`config.mk`:
```
export PLATFORM = sky130hd
export DESIGN_NAME = regfile_write_arbiter
export DESIGN_NICKNAME = d
export VERILOG_FILES = /design/src/rtl/regfile_write_arbiter.sv
export SDC_FILE = /design/constraint.sdc
export NUM_CORES = 1
export LEC_CHECK = 0
export CORE_MARGIN = 3
export CORE_UTILIZATION = 32
export DETAILED_ROUTE_END_ITERATION = 16
export PLACE_DENSITY = 0.84
export SLEW_MARGIN = 10
export SYNTH_ARGS = -nofsm -noshare
export SYNTH_HDL_FRONTEND = slang
export SYNTH_SLANG_ARGS = --single-unit
```
`constraint.sdc`:
```
create_clock -name clk -period 2.9 [get_ports clk]
set_input_delay 0.58 -clock clk [delete_from_list [all_inputs] [get_ports clk]]
set_output_delay 0.58 -clock clk [all_outputs]
set_load 0.01 [all_outputs]
```
`src/rtl/regfile_write_arbiter.sv`:
```
// Owns the register file write port: sweeps x1..x31 to INIT_VALUE after reset, then arbitrates
// core writeback (priority) against debug writes with a bounded-starvation override for debug.
module regfile_write_arbiter #(
    parameter logic [31:0] INIT_VALUE   = 32'h0000_0000,
    parameter int          STARVE_LIMIT = 4
) (
    input  logic        clk,
    input  logic        rst,
    input  logic        in_core_we,
    input  logic [4:0]  in_core_addr,
    input  logic [31:0] in_core_data,
    output logic        out_core_ready,
    input  logic        in_dbg_valid,
    input  logic [4:0]  in_dbg_addr,
    input  logic [31:0] in_dbg_data,
    output logic        out_dbg_ready,
    output logic        out_rf_write_enable,
    output logic [4:0]  out_rf_write_address,
    output logic [31:0] out_rf_write_data,
    output logic        out_init_done
);

    localparam logic [3:0] STARVE_MAX = 4'(STARVE_LIMIT);

    typedef enum logic {
        INIT,
        RUN
    } state_t;

    state_t      state, state_next;
    logic [4:0]  sweep_cnt;
    logic [3:0]  starve_cnt;
    logic        core_effective;

    always_ff @(posedge clk) begin
        if (rst) begin
            state      <= INIT;
            sweep_cnt  <= 5'd1;
            starve_cnt <= 4'd0;
        end else begin
            state <= state_next;
            if (state == INIT) begin
                sweep_cnt <= sweep_cnt + 5'd1;
            end
            // A withdrawn request or a completed debug transfer restarts the starvation count
            if (in_dbg_valid && !out_dbg_ready) begin
                if (starve_cnt < STARVE_MAX) begin
                    starve_cnt <= starve_cnt + 4'd1;
                end
            end else begin
                starve_cnt <= 4'd0;
            end
        end
    end

    assign core_effective = in_core_we && (in_core_addr != 5'd0);

    always_comb begin
        state_next           = state;
        out_core_ready       = 1'b0;
        out_dbg_ready        = 1'b0;
        out_init_done        = 1'b0;
        out_rf_write_enable  = 1'b0;
        out_rf_write_address = 5'd0;
        out_rf_write_data    = 32'd0;

        case (state)
            INIT: begin
                out_rf_write_enable  = 1'b1;
                out_rf_write_address = sweep_cnt;
                out_rf_write_data    = INIT_VALUE;
                if (sweep_cnt == 5'd31) begin
                    state_next = RUN;
                end
            end

            RUN: begin
                out_init_done = 1'b1;
                if ((starve_cnt == STARVE_MAX) && in_dbg_valid) begin
                    out_dbg_ready = 1'b1;
                end else begin
                    out_core_ready = 1'b1;
                    out_dbg_ready  = in_dbg_valid && !core_effective;
                end

                // Writes to x0 are accepted but never reach the port
                if (out_dbg_ready) begin
                    if (in_dbg_addr != 5'd0) begin
                        out_rf_write_enable  = 1'b1;
                        out_rf_write_address = in_dbg_addr;
                        out_rf_write_data    = in_dbg_data;
                    end
                end else if (core_effective) begin
                    out_rf_write_enable  = 1'b1;
                    out_rf_write_address = in_core_addr;
                    out_rf_write_data    = in_core_data;
                end
            end

            default: begin
                state_next = INIT;
            end
        endcase
    end

endmodule

```
==> impl_metrics.json <==
{
  "htree_levels": 1,
  "status": "complete, no violations",
  "worst-setup-path-type": "in2out",
  "clk_latency_ps": 240,
  "relSlewSlack_pct": 78.6,
  "path_max_fanout": 8,
  "vias": 1895,
  "routed_wl_um": 5780,
  "min_period_ps": 2840,
  "clockBufferDepth": 2,
  "reg2reg_to": "starve_cnt[0]",
  "path_clk_slew_ps": 40,
  "cts_buffers": 3,
  "min_period_over_period_pct": 98.0,
  "finalHoldViolCount": 0,
  "grtUsageMet1_pct": 23.2,
  "clkSinkCount": 10,
  "final_area_um2": 2690,
  "grt_use_met2_pct": 38.6,
  "dr.pass1.iters": 4,
  "drt_iter0_drc": 61,
  "drc": 0,
  "cts_tree": "done",
  "irDropWorstVdd_uv": 74.4,
  "grt_max_degree": 39,
  "power_mw": 0.482,
  "end_kind": "output port",
  "layout_commonest_cell": "clkdlybuf4s50_1",
  "syn-cell-area_um2": 1330,
  "max_freq_mhz": 352,
  "nets": 399,
  "n_antenna_cell": 0,
  "rrSetupSlack_ps": 1200,
  "slew_viol_final": 0,
  "startpoint": "in_dbg_addr[1]",
  "grt_util_met3_pct": 4.89,
  "rr_startpoint": "starve_cnt[0]",
  "grt_pass1_vias": 1873,
  "rsz0062_at_grt": "no",
  "cp.arrival_ps": 2260,
  "fillerInstances": 322,
  "port_buffers": 118,
  "yosysSeqAreaShare_pct": 15.1,
  "yosysUniqueCellTypes": 30,
  "rows": 22,
  "postCtsHoldBufs": 0,
  "hpwl_um": 3960,
  "place_ws_ps": -620,
  "dpl-instance-area_um2": 2620,
  "powerDensity_nw_per_um2": 179,
  "grt_first_pass_wirelength_um": 8760,
  "drtAntennaViolNets": 0,
  "top_usage_layer": "met2",
  "timing.hold.ws_ps": 479,
  "overflow": 0,
  "num_io_pins": 119,
  "syn2layout_area_growth_pct": 102,
  "die_h_um": 70.5,
  "hp-class": "reg2reg",
  "hold_depth": 2,
  "setup_ws_ps": 58.6,
  "yosysWarnings": 0,
  "setup_violations": 0,
  "tightestPinTransition_ps": 312,
  "place_congestion": 0.785,
  "die-width_um": 70.5,
  "start_kind": "primary input",
  "skew_ps": 0.418,
  "hold_end": "starve_cnt[3]",
  "maxCapViolations": 0,
  "antenna_found_initial": 0,
  "cp.required_ps": 2320,
  "layout_common_cells": "clkdlybuf4s50_1 (74), nand2_1 (38), inv_1 (36), buf_2 (29), o32ai_1 (17)",
  "clock-root-buffer": "clkbuf_8",
  "viasPerCell": 5.22,
  "hp-start": "starve_cnt[3]",
  "syn_inst": 185,
  "drive_above_1_share_pct": 25.7,
  "globalRouteTotalUtil_pct": 21.5,
  "core-area_um2": 3830,
  "routedWlPerCell_um": 15.9,
  "fin_util_pct": 70.4,
  "p_leak_nw": 1.20,
  "syn_nets": 267,
  "r2r_cells": 7,
  "initial_core_util_pct": 34.8,
  "synth-seq-cells": 10,
  "dieArea_um2": 4970,
  "syn_avg_cell_area_um2": 7.19
}
==> cell type report <==
cell class	instances	area (um2)	share of cell area, %
clock buffer	3	41.3	1.53
tap	48	60.1	2.23
sequential	10	200	7.43
inverter	36	135	5.02
multi-input combinational	122	917	34.1
timing repair buffer	144	1340	49.7
==> where the power goes <==
group	leakage [nW]	total [mW]	internal [mW]	switching, mW
clock network	0.0216	0.144	0.0907	0.0528
logic	1.10	0.185	0.124	0.0614
registers	0.0817	0.153	0.145	0.00816
total	1.20	0.482	0.360	0.122
==> per-layer routing <==
| metal | vias up | part of all wire [%] |
|---|---|---|
| li1 | 917 | - |
| met1 | 873 | 37 |
| met2 | 88 | 52 |
| met3 | 17 | 7.4 |
| met4 | 0 | 3.3 |
| met5 | - | 0 |
==> worst max path at each step <==
stage | endpoint | slack, ps | cells after the start
after floorplan | out_rf_write_data[17] | 380 | 5
after global placement | out_rf_write_data[7] | -540 | 6
after detailed placement | out_rf_write_data[9] | -620 | 6
after CTS | out_rf_write_data[9] | -4 | 6
after global routing | out_rf_write_data[20] | 7 | 7
final | out_rf_write_data[20] | 60 | 7
==> worst max-delay path, cell delays in order <==
cell	delay, ps
clkdlybuf4s50_1	420
or4_4	550
nor2_4	110
buf_4	130
buf_12	120
o32ai_2	80
clkdlybuf4s15_1	260
==> synth_stat cells <==
master     instances  area, um2
buf_6              3       33.8
and2_1             3       18.8
clkbuf_1           7       26.3
a32oi_1            4       35.0
o21ai_0            6       30.0
o21bai_1           1       7.51
nor2b_1            4       25.0
dfxtp_1           10        200
buf_2              5       25.0
o32ai_2           14        228
or4_1              1       7.51
nand4b_1           2       17.5
a31oi_1            1       6.26
nor3_1             1       5.00
mux2i_1            3       30.0
inv_1             36        135
xor2_1             1       8.76
buf_4              1       7.51
nor2_1             9       33.8
xnor2_1            2       17.5
buf_1              1       3.75
o211ai_1           3       22.5
or4_4              1       11.3
nand2_1           38        143
a2111oi_0          2       17.5
ha_1               4       50.1
and3_1             1       6.26
a21oi_1            2       10.0
o211a_1            1       10.0
o32ai_1           18        158
==> through the flow <==
| stage | TNS, ps | cells |
|---|---|---|
| 2_1_floorplan | 0 | 185 |
| 6_report | 0 | 363 |
| 4_1_cts | -3.53 | 359 |
| 5_1_grt | 0 | 363 |
| 3_3_place_gp | -19050 | 346 |
| 3_5_place_dp | -19900 | 346 |
==> state kept, by name, summed over array words and instances (netlist names) <==
signal	cells
state	1
sweep_cnt	5
starve_cnt	4
==> cells by family after synthesis <==
family | after synthesis | share of synthesized area, %
and+or+nand+nor | 60 | 20.1
buffers and inverters | 53 | 17.4
AOI/OAI and AO/OA | 52 | 39.4
DFF | 10 | 15.1
adders and majority gates | 4 | 3.76
xor gates and xnor gates | 3 | 1.98
muxes | 3 | 2.26
==> repair_timing <==
action	4_1_cts	5_1_grt
setup buffers	7	4
gates cloned	3	2
pin swaps	0	3
resized for setup	145	20
setup endpoints to repair	39	25
Note: power is estimated with default switching activity, not from simulation.
